File: config.mk
export PLATFORM = sky130hd
export DESIGN_NAME = taylor_out_fifo
export DESIGN_NICKNAME = d
export VERILOG_FILES = /design/src/rtl/taylor_out_fifo.sv
export SDC_FILE = /design/constraint.sdc
export NUM_CORES = 1
export LEC_CHECK = 0
export BUFFER_PORTS_ARGS = -buffer_cell sky130_fd_sc_hd__clkbuf_2
export CAP_MARGIN = 20
export CORE_MARGIN = 4
export CORE_UTILIZATION = 68
export CTS_BUF_LIST = sky130_fd_sc_hd__clkbuf_8
export CTS_CLUSTER_DIAMETER = 150
export CTS_CLUSTER_SIZE = 8
export DETAILED_ROUTE_END_ITERATION = 12
export PLACE_DENSITY = 0.85
export SLEW_MARGIN = 10
export SYNTH_ARGS = -nofsm -noshare
export SYNTH_HDL_FRONTEND = slang
export SYNTH_SLANG_ARGS = --single-unit
File: constraint.sdc
create_clock -name clk -period 5.8 [get_ports clk]
set_clock_uncertainty 0.1 [all_clocks]
set_input_delay 0.58 -clock clk [delete_from_list [all_inputs] [get_ports clk]]
set_output_delay 0.58 -clock clk [all_outputs]
set_load 0.01 [all_outputs]
File: src/rtl/taylor_out_fifo.sv
// Output capture FIFO for the Taylor-series processor: tags, narrows and buffers results onto a valid/ready stream.
// Optional feature: define TAYLOR_OUT_SAT_EN for saturating narrowing (otherwise two's-complement wrap).
module taylor_out_fifo #(
  parameter int DW    = 28,
  parameter int OW    = 19,
  parameter int NPORT = 4,
  parameter int DEPTH = 16,
  localparam int AW   = $clog2(DEPTH)
) (
  input  logic             clk,
  input  logic             rst,
  input  logic [DW-1:0]    io_out,
  input  logic [NPORT-1:0] out_en,
  output logic [OW-1:0]    m_data,
  output logic [1:0]       m_port,
  output logic             m_valid,
  input  logic             m_ready,
  output logic             full,
  output logic             empty,
  output logic [AW:0]      count,
  output logic [7:0]       ovf_cnt,
  output logic             sat_flag,
  output logic             oh_err
);

  logic [OW+1:0] mem [DEPTH];

  logic [AW:0]   wp_q, wp_d, rp_q, rp_d, count_q, count_d;
  logic [OW-1:0] m_data_q, narrow;
  logic [1:0]    m_port_q, port_sel;
  logic          m_valid_q, valid_d, full_q, full_d, empty_q, empty_d;
  logic [7:0]    ovf_q, ovf_d;
  logic          sat_q, oh_q, clip, found, multi;
  logic          wr_req, rd_en, wr_en;
  logic [OW+1:0] wr_entry, head_d;

  always_comb begin
    port_sel = '0;
    found    = 1'b0;
    for (int unsigned i = 0; i < NPORT; i++) begin
      if (out_en[i] && !found) begin
        port_sel = 2'(i);
        found    = 1'b1;
      end
    end
  end

  assign multi = |(out_en & (out_en - NPORT'(1)));

`ifdef TAYLOR_OUT_SAT_EN
  logic [DW-OW:0] hi_bits;
  assign hi_bits = io_out[DW-1:OW-1];
  // Value fits only when the dropped bits all match the new sign bit.
  assign clip    = !((&hi_bits) || (~|hi_bits));
  assign narrow  = !clip        ? io_out[OW-1:0] :
                   io_out[DW-1] ? {1'b1, {(OW-1){1'b0}}} : {1'b0, {(OW-1){1'b1}}};
`else
  logic unused_hi;
  assign unused_hi = ^io_out[DW-1:OW];
  assign clip      = 1'b0;
  assign narrow    = io_out[OW-1:0];
`endif

  assign wr_entry = {port_sel, narrow};
  assign wr_req   = |out_en;
  assign rd_en    = m_valid_q & m_ready;
  assign wr_en    = wr_req & (~full_q | rd_en);

  always_comb begin
    wp_d    = wp_q + (AW+1)'(wr_en);
    rp_d    = rp_q + (AW+1)'(rd_en);
    count_d = wp_d - rp_d;
    valid_d = (wp_d != rp_d);
    empty_d = (wp_d == rp_d);
    full_d  = ((wp_d ^ rp_d) == {1'b1, {AW{1'b0}}});
    // New head is the entry being written this cycle when it lands in the slot rp moves to.
    if (wr_en && (rp_d == wp_q)) head_d = wr_entry;
    else                         head_d = mem[rp_d[AW-1:0]];
    ovf_d = ovf_q;
    if (wr_req && full_q && !rd_en && (ovf_q != 8'hFF)) ovf_d = ovf_q + 8'd1;
  end

  always_ff @(posedge clk) begin
    if (wr_en) mem[wp_q[AW-1:0]] <= wr_entry;
  end

  always_ff @(posedge clk or negedge rst) begin
    if (!rst) begin
      wp_q      <= '0;
      rp_q      <= '0;
      count_q   <= '0;
      m_valid_q <= 1'b0;
      empty_q   <= 1'b1;
      full_q    <= 1'b0;
      m_data_q  <= '0;
      m_port_q  <= '0;
      ovf_q     <= '0;
      sat_q     <= 1'b0;
      oh_q      <= 1'b0;
    end else begin
      wp_q      <= wp_d;
      rp_q      <= rp_d;
      count_q   <= count_d;
      m_valid_q <= valid_d;
      empty_q   <= empty_d;
      full_q    <= full_d;
      ovf_q     <= ovf_d;
      if (valid_d) begin
        m_port_q <= head_d[OW+1:OW];
        m_data_q <= head_d[OW-1:0];
      end
      if (wr_en && clip) sat_q <= 1'b1;
      if (multi)         oh_q  <= 1'b1;
    end
  end

  assign m_data   = m_data_q;
  assign m_port   = m_port_q;
  assign m_valid  = m_valid_q;
  assign full     = full_q;
  assign empty    = empty_q;
  assign count    = count_q;
  assign ovf_cnt  = ovf_q;
  assign sat_flag = sat_q;
  assign oh_err   = oh_q;

endmodule

-- After elaboration in Yosys (flattened, before gate mapping)
Memories as Yosys holds them, arrays and structs flattened.
Index checks and enable logic that the tools add are counted.
- $add $sub $neg: 5
- multipliers: 0
- divide/modulo/power cells: 0
- magnitude comparators: 0
- eq/ne operators: 5
- shift-type cells: 0
- multiplexer cells: 9
- bitwise logic cells: 6
- reduce and logical (&&, ||, !) cells: 13
- operators with widths (cell ; number):
    21-bit 2-to-1 mux ; 1
    5-bit by 1-bit adder with 5-bit output ; 2
    5-bit == test ; 2
    8-bit by 1-bit adder with 8-bit output (second input constant) ; 1
    8-bit inequality test (second input constant) ; 1
    4-bit OR reduction ; 2
    1-bit logical AND ; 7
    1-bit 2-to-1 mux ; 6
    5-bit == test (second input constant) ; 1
    5-bit inequality test ; 1
    5-bit subtractor ; 1
    5-bit bitwise XOR ; 1
    4-bit AND ; 1
    1-bit logical NOT ; 4
    2-bit 2-to-1 mux ; 2
    4-bit by 1-bit subtractor with 4-bit output (second input constant) ; 1
    1-bit AND ; 2
    1-bit NOT ; 1
    1-bit bitwise OR ; 1
- register bits: 48
- latch bits: 0
- memory bits (writable): 336
- memory bits (read-only): 0
- input port bits: 35
- output and inout port bits: 39
- logic and storage cells: 49
- memories: 1
- memory list (name ; depth ; width ; read ports ; clocked after Yosys merged registers in ; write ports ; line ; text):
    mem ; 16 ; 21 ; 1 ; 0 ; 1 ; 26 ; logic [OW+1:0] mem [DEPTH];

-- Longest topological paths before layout
- word-level depth: 11
- mapped depth: 15
- depth with buffers taken out: 12

-- Worst setup path after synthesis
Ideal clock, no wire load.
- kind: in2reg
- from: in m_ready
- to: mem mem[0][0] (netlist bit), enable pin
- setup time: 0.460 ns
- arrival time: 3.253 ns
- slack: 1.987 ns
- stages: 4
- path buffers: 0
- path through: nand2_1 -> a21o_1 -> nor2_1 -> nor4b_1
- longest elaborated chain between the ends: 5
- ends and longest elaborated chain (element ; line ; text):
    from (decl) ; 17 ; input logic m_ready,
    1-bit AND ; 66 ; assign rd_en = m_valid_q & m_ready;
    1-bit bitwise OR ; 67 ; assign wr_en = wr_req & (~full_q | rd_en);
    1-bit AND ; 67 ;
    1-bit 2-to-1 mux ; 84 ; if (wr_en) mem[wp_q[AW-1:0]] <= wr_entry;
    1-bit 2-to-1 mux (implied by the code) ; 84 ;
    to (decl) ; 26 ;
Every way passes these cells.

-- Worst setup path in the final report
- from: in out_en[0]
- to: reg m_data_q[6] (netlist: m_data[6])
- longest elaborated chain between the ends: 4
- elaborated cells on any way between the ends: 6
- ends and longest elaborated chain (element ; line ; text):
    from (decl) ; 13 ; input logic [NPORT-1:0] out_en,
    4-bit OR reduction ; 65 ; assign wr_req = |out_en;
    1-bit AND ; 67 ;
    5-bit by 1-bit adder with 5-bit output ; 70 ; wp_d = wp_q + (AW+1)'(wr_en);
    net wp_d[2] ; 28 ; logic [AW:0] wp_q, wp_d, rp_q, rp_d, count_q, count_d;
    5-bit inequality test ; 73 ; valid_d = (wp_d != rp_d);
    to (signal assigned) ; 110 ; m_data_q <= head_d[OW-1:0];
    to (decl) ; 29 ; logic [OW-1:0] m_data_q, narrow;
The timed path passes the listed nets, and every way through them passes these cells.
A chain may end at the register's enable or synchronous reset.

==> results.txt <==
Status: finished, final reports clean
Syn_area_per_cell: 19.1 um^2
Initial core utilization: 69.1%
DR WL/cell: 26.1 um
Total gr overflow: 0
Slowest-stage cell, CP: nor4_1
RSZ-0062 raised after global routing: false
Root Buffer: clkbuf_8
Post-synthesis adder-cell area fraction: 0.962%
Total Wirelength: 31.6 mm
Synth area leaders: edfxtp_1 (67%), mux4_2 (13%), dfrtp_1 (7.8%)
Max-cap violations: 0
CP Capture Type: register
CORE AREA: 0.0218 mm^2
Vias per Instance: 6.47
First-pass GRT wire length: 48.9 mm
Initial DRT Pass Iterations: 6
WP depth: 14
Cell mode on critical path: ha_1
Max-slew violations: 0
Top cell type by total area after synthesis: edfxtp_1
# setup viols final: 0
Final net count: 937
CP Launch Point: out_en[0]
Worst-path cell chain: clkbuf_2 > nor4_1 > a21o_1 > inv_1 > ha_1 > ha_1 > xor2_1 > ha_1 > nand4_1 > inv_1 > nand2_1 > buf_4 > nor2_1 > a31oi_1
Max H-tree Level: 2
Family with the most delay on the worst path: simple AND/OR/NAND/NOR gates
Initial antenna violation count: 0
Max-slew headroom: 32.4%
R2R Setup Slk: 2270 ps
Netlist Area Pre-Place: 0.0151 mm^2
Fill cells: 1,109
Warnings from Yosys: 0
Fmax: 275 MHz
Die W: 157 um
Min setup slack post-route: 2160 ps
Hold buffers post-CTS: 0
FP Rows: 54
Layout cells sized above 1: 26.9%
Crit Path Max Fanout: 30
Fin. Hold Viols: 0
Worst r2r src: m_valid
Clock latency at the later pin of the worst-skew pair: 560 ps
CTS tree: built
Worst Path Buf+Inv: 4
Worst EP arrival: 4000 ps
Synth-to-Final Area Change: 11.4%
Synth Area in Simple Gates: 4.43%
Die Y-Extent: 157 um
Fin Setup TNS: 0 ps
# diodes: 0
Tcrit/Tclk final: 62.7%
DR DRC count: 0
# IOs: 74
WS Path Type: in2reg
Worst hold slack: 56.0 ps
Pin count of the biggest net entering global routing: 70
Post-synthesis mux area share: 15.4%
CTS Sinks: 384
Register area share after synthesis: 74.9%
Hpwl dp: 18.0 mm
Via count: 7,840
DRT iter0 DRCs: 793
Post-Synthesis Cells: 788
GPL Wtd Cong: 0.781
Leakage power total: 6.08 nW
FF-to-FF path depth: 13
Startpoint Class: input port
Post-route minimum period: 3640 ps
Max clock buf depth: 3
Post-CTS Setup Inserts: 0
Worst Path Required: 6170 ps
Worst hold path class: in2async
Reg2reg end: m_data[6]
Synth Area in Compound Gates: 1.30%
Highest ir drop seen on vdd: 0.000358 V
Biggest cell delay along the critical path: 460 ps
Post-Syn Nets: 834
Vias in the first global route: 8,336
Pre-CTS WS: 1640 ps
Die ar.: 0.0246 mm^2
IO buf count: 63
Tot GR Track Use: 26.8%
Largest family of logic cells by synthesized area: multiplexers
Cts repair resizes: 0
Area share of xor/xnor cells in the synthesized design: 1.33%
Top cell type's share of synthesized area: 66.9%
FF+latch count, synth: 384
Total CTS buffers: 53
Pwr dens: 561 mW/mm^2
ANT nets after route: 0
Critical Path Sink: m_data[6]
Worst-Margin Slew: 1010 ps
Unique cell type count in the Yosys netlist: 32
CTS clk-pin slew, worst paths: 70 ps
worst min-delay path by stage:
stage                 end
3_3_place_gp       oh_err
6_report       ovf_cnt[3]
3_5_place_dp       oh_err
5_1_grt        ovf_cnt[6]
2_1_floorplan    count[0]
4_1_cts         m_data[9]
layer usage:
metal	up-vias	global-route usage, %	share of wire, %
met5	-	0	0
li1	3314	-	-
met2	486	43.7	50
met4	0	8.88	2.8
met1	3961	37.8	37
met3	79	5.17	9.6
placed cells by master (no fill, tap or decap), types with 2 or more instances in the layout:
cell	count
edfxtp_1	336
xor2_1	10
nand2b_1	2
inv_1	57
a21o_1	3
ha_4	2
nand2_1	71
clkbuf_8	54
nor4_1	2
xnor2_1	10
mux4_2	84
nor3_1	2
nor2_1	28
mux2i_1	42
buf_4	24
clkbuf_2	63
a31oi_1	21
nor3_2	3
dfrtp_1	47
nor4_2	3
nor2_2	6
and3_1	3
nand4_1	2
nor2_4	3
a21oi_1	4
ha_1	8
nand3_1	29
metrics by stage:
stage	power, mW	instance area [um^2]	instances	util, %
after floorplan	6.54	15100	788	-
final	9.42	16800	1212	77.0
after detailed placement	7.68	15900	1114	72.7
after CTS	9.45	16800	1210	76.9
after global routing	9.92	16800	1212	77.0
after global placement	7.42	15900	1114	72.7
cells in the mapped netlist, drive strengths merged:
cell,n
ha,10
xor2,12
nor2,37
dfstp,1
clkbuf,19
and3,3
fa,1
nor3,5
inv,16
dfrtp,47
mux2,1
mux2i,42
nor4b,1
xnor2,10
a311oi,1
buf,22
nand2b,2
nor4,5
edfxtp,336
a31oi,21
conb,1
a21oi,4
nand3,29
and4,1
o21bai,1
nand4,2
a21o,3
mux4,84
nand2,71
sequential cells by signal, summed over array words and instances (netlist names):
name	cells
wp_q	5
empty	1
oh_err	1
count	5
m_port	2
rp_q	5
m_valid	1
m_data	19
mem	336
full	1
ovf_cnt	8
area by class of cell:
class / instances / area (um^2) / share of cell area [%]
sequential: 384 / 11300 / 67.2
clock buffer: 54 / 743 / 4.42
clock inverter: 42 / 163 / 0.968
tap: 280 / 350 / 2.09
multi-input combinational: 347 / 3660 / 21.8
timing repair buffer: 89 / 531 / 3.16
inverter: 16 / 60.1 / 0.358
report_power, final:
| group | internal [mW] | switching, mW | total (mW) |
|---|---|---|---|
| clock | 0.859 | 0.923 | 1.78 |
| sequential | 3.65 | 0.245 | 3.90 |
| combinational | 1.62 | 2.12 | 3.74 |
| total | 6.14 | 3.29 | 9.42 |
logic make-up after synthesis:
logic type / after synthesis
AOI/OAI and AO/OA: 30
xor gates and xnor gates: 22
adders and majority gates: 11
buffers and inverters: 57
DFF: 384
muxes: 127
other: 1
and+or+nand+nor: 156
worst register-to-register path, cell delays in order (launching register included):
cell     delay (ps)
dfrtp_1         380
nand2_1         110
a21o_1          330
inv_1           110
ha_1            220
ha_1            230
xor2_1          260
ha_1            330
nand4_1         120
inv_1            50
nand2_1         460
buf_4           470
nor2_1          100
a31oi_1         180
Note: power is estimated with default switching activity, not from simulation.
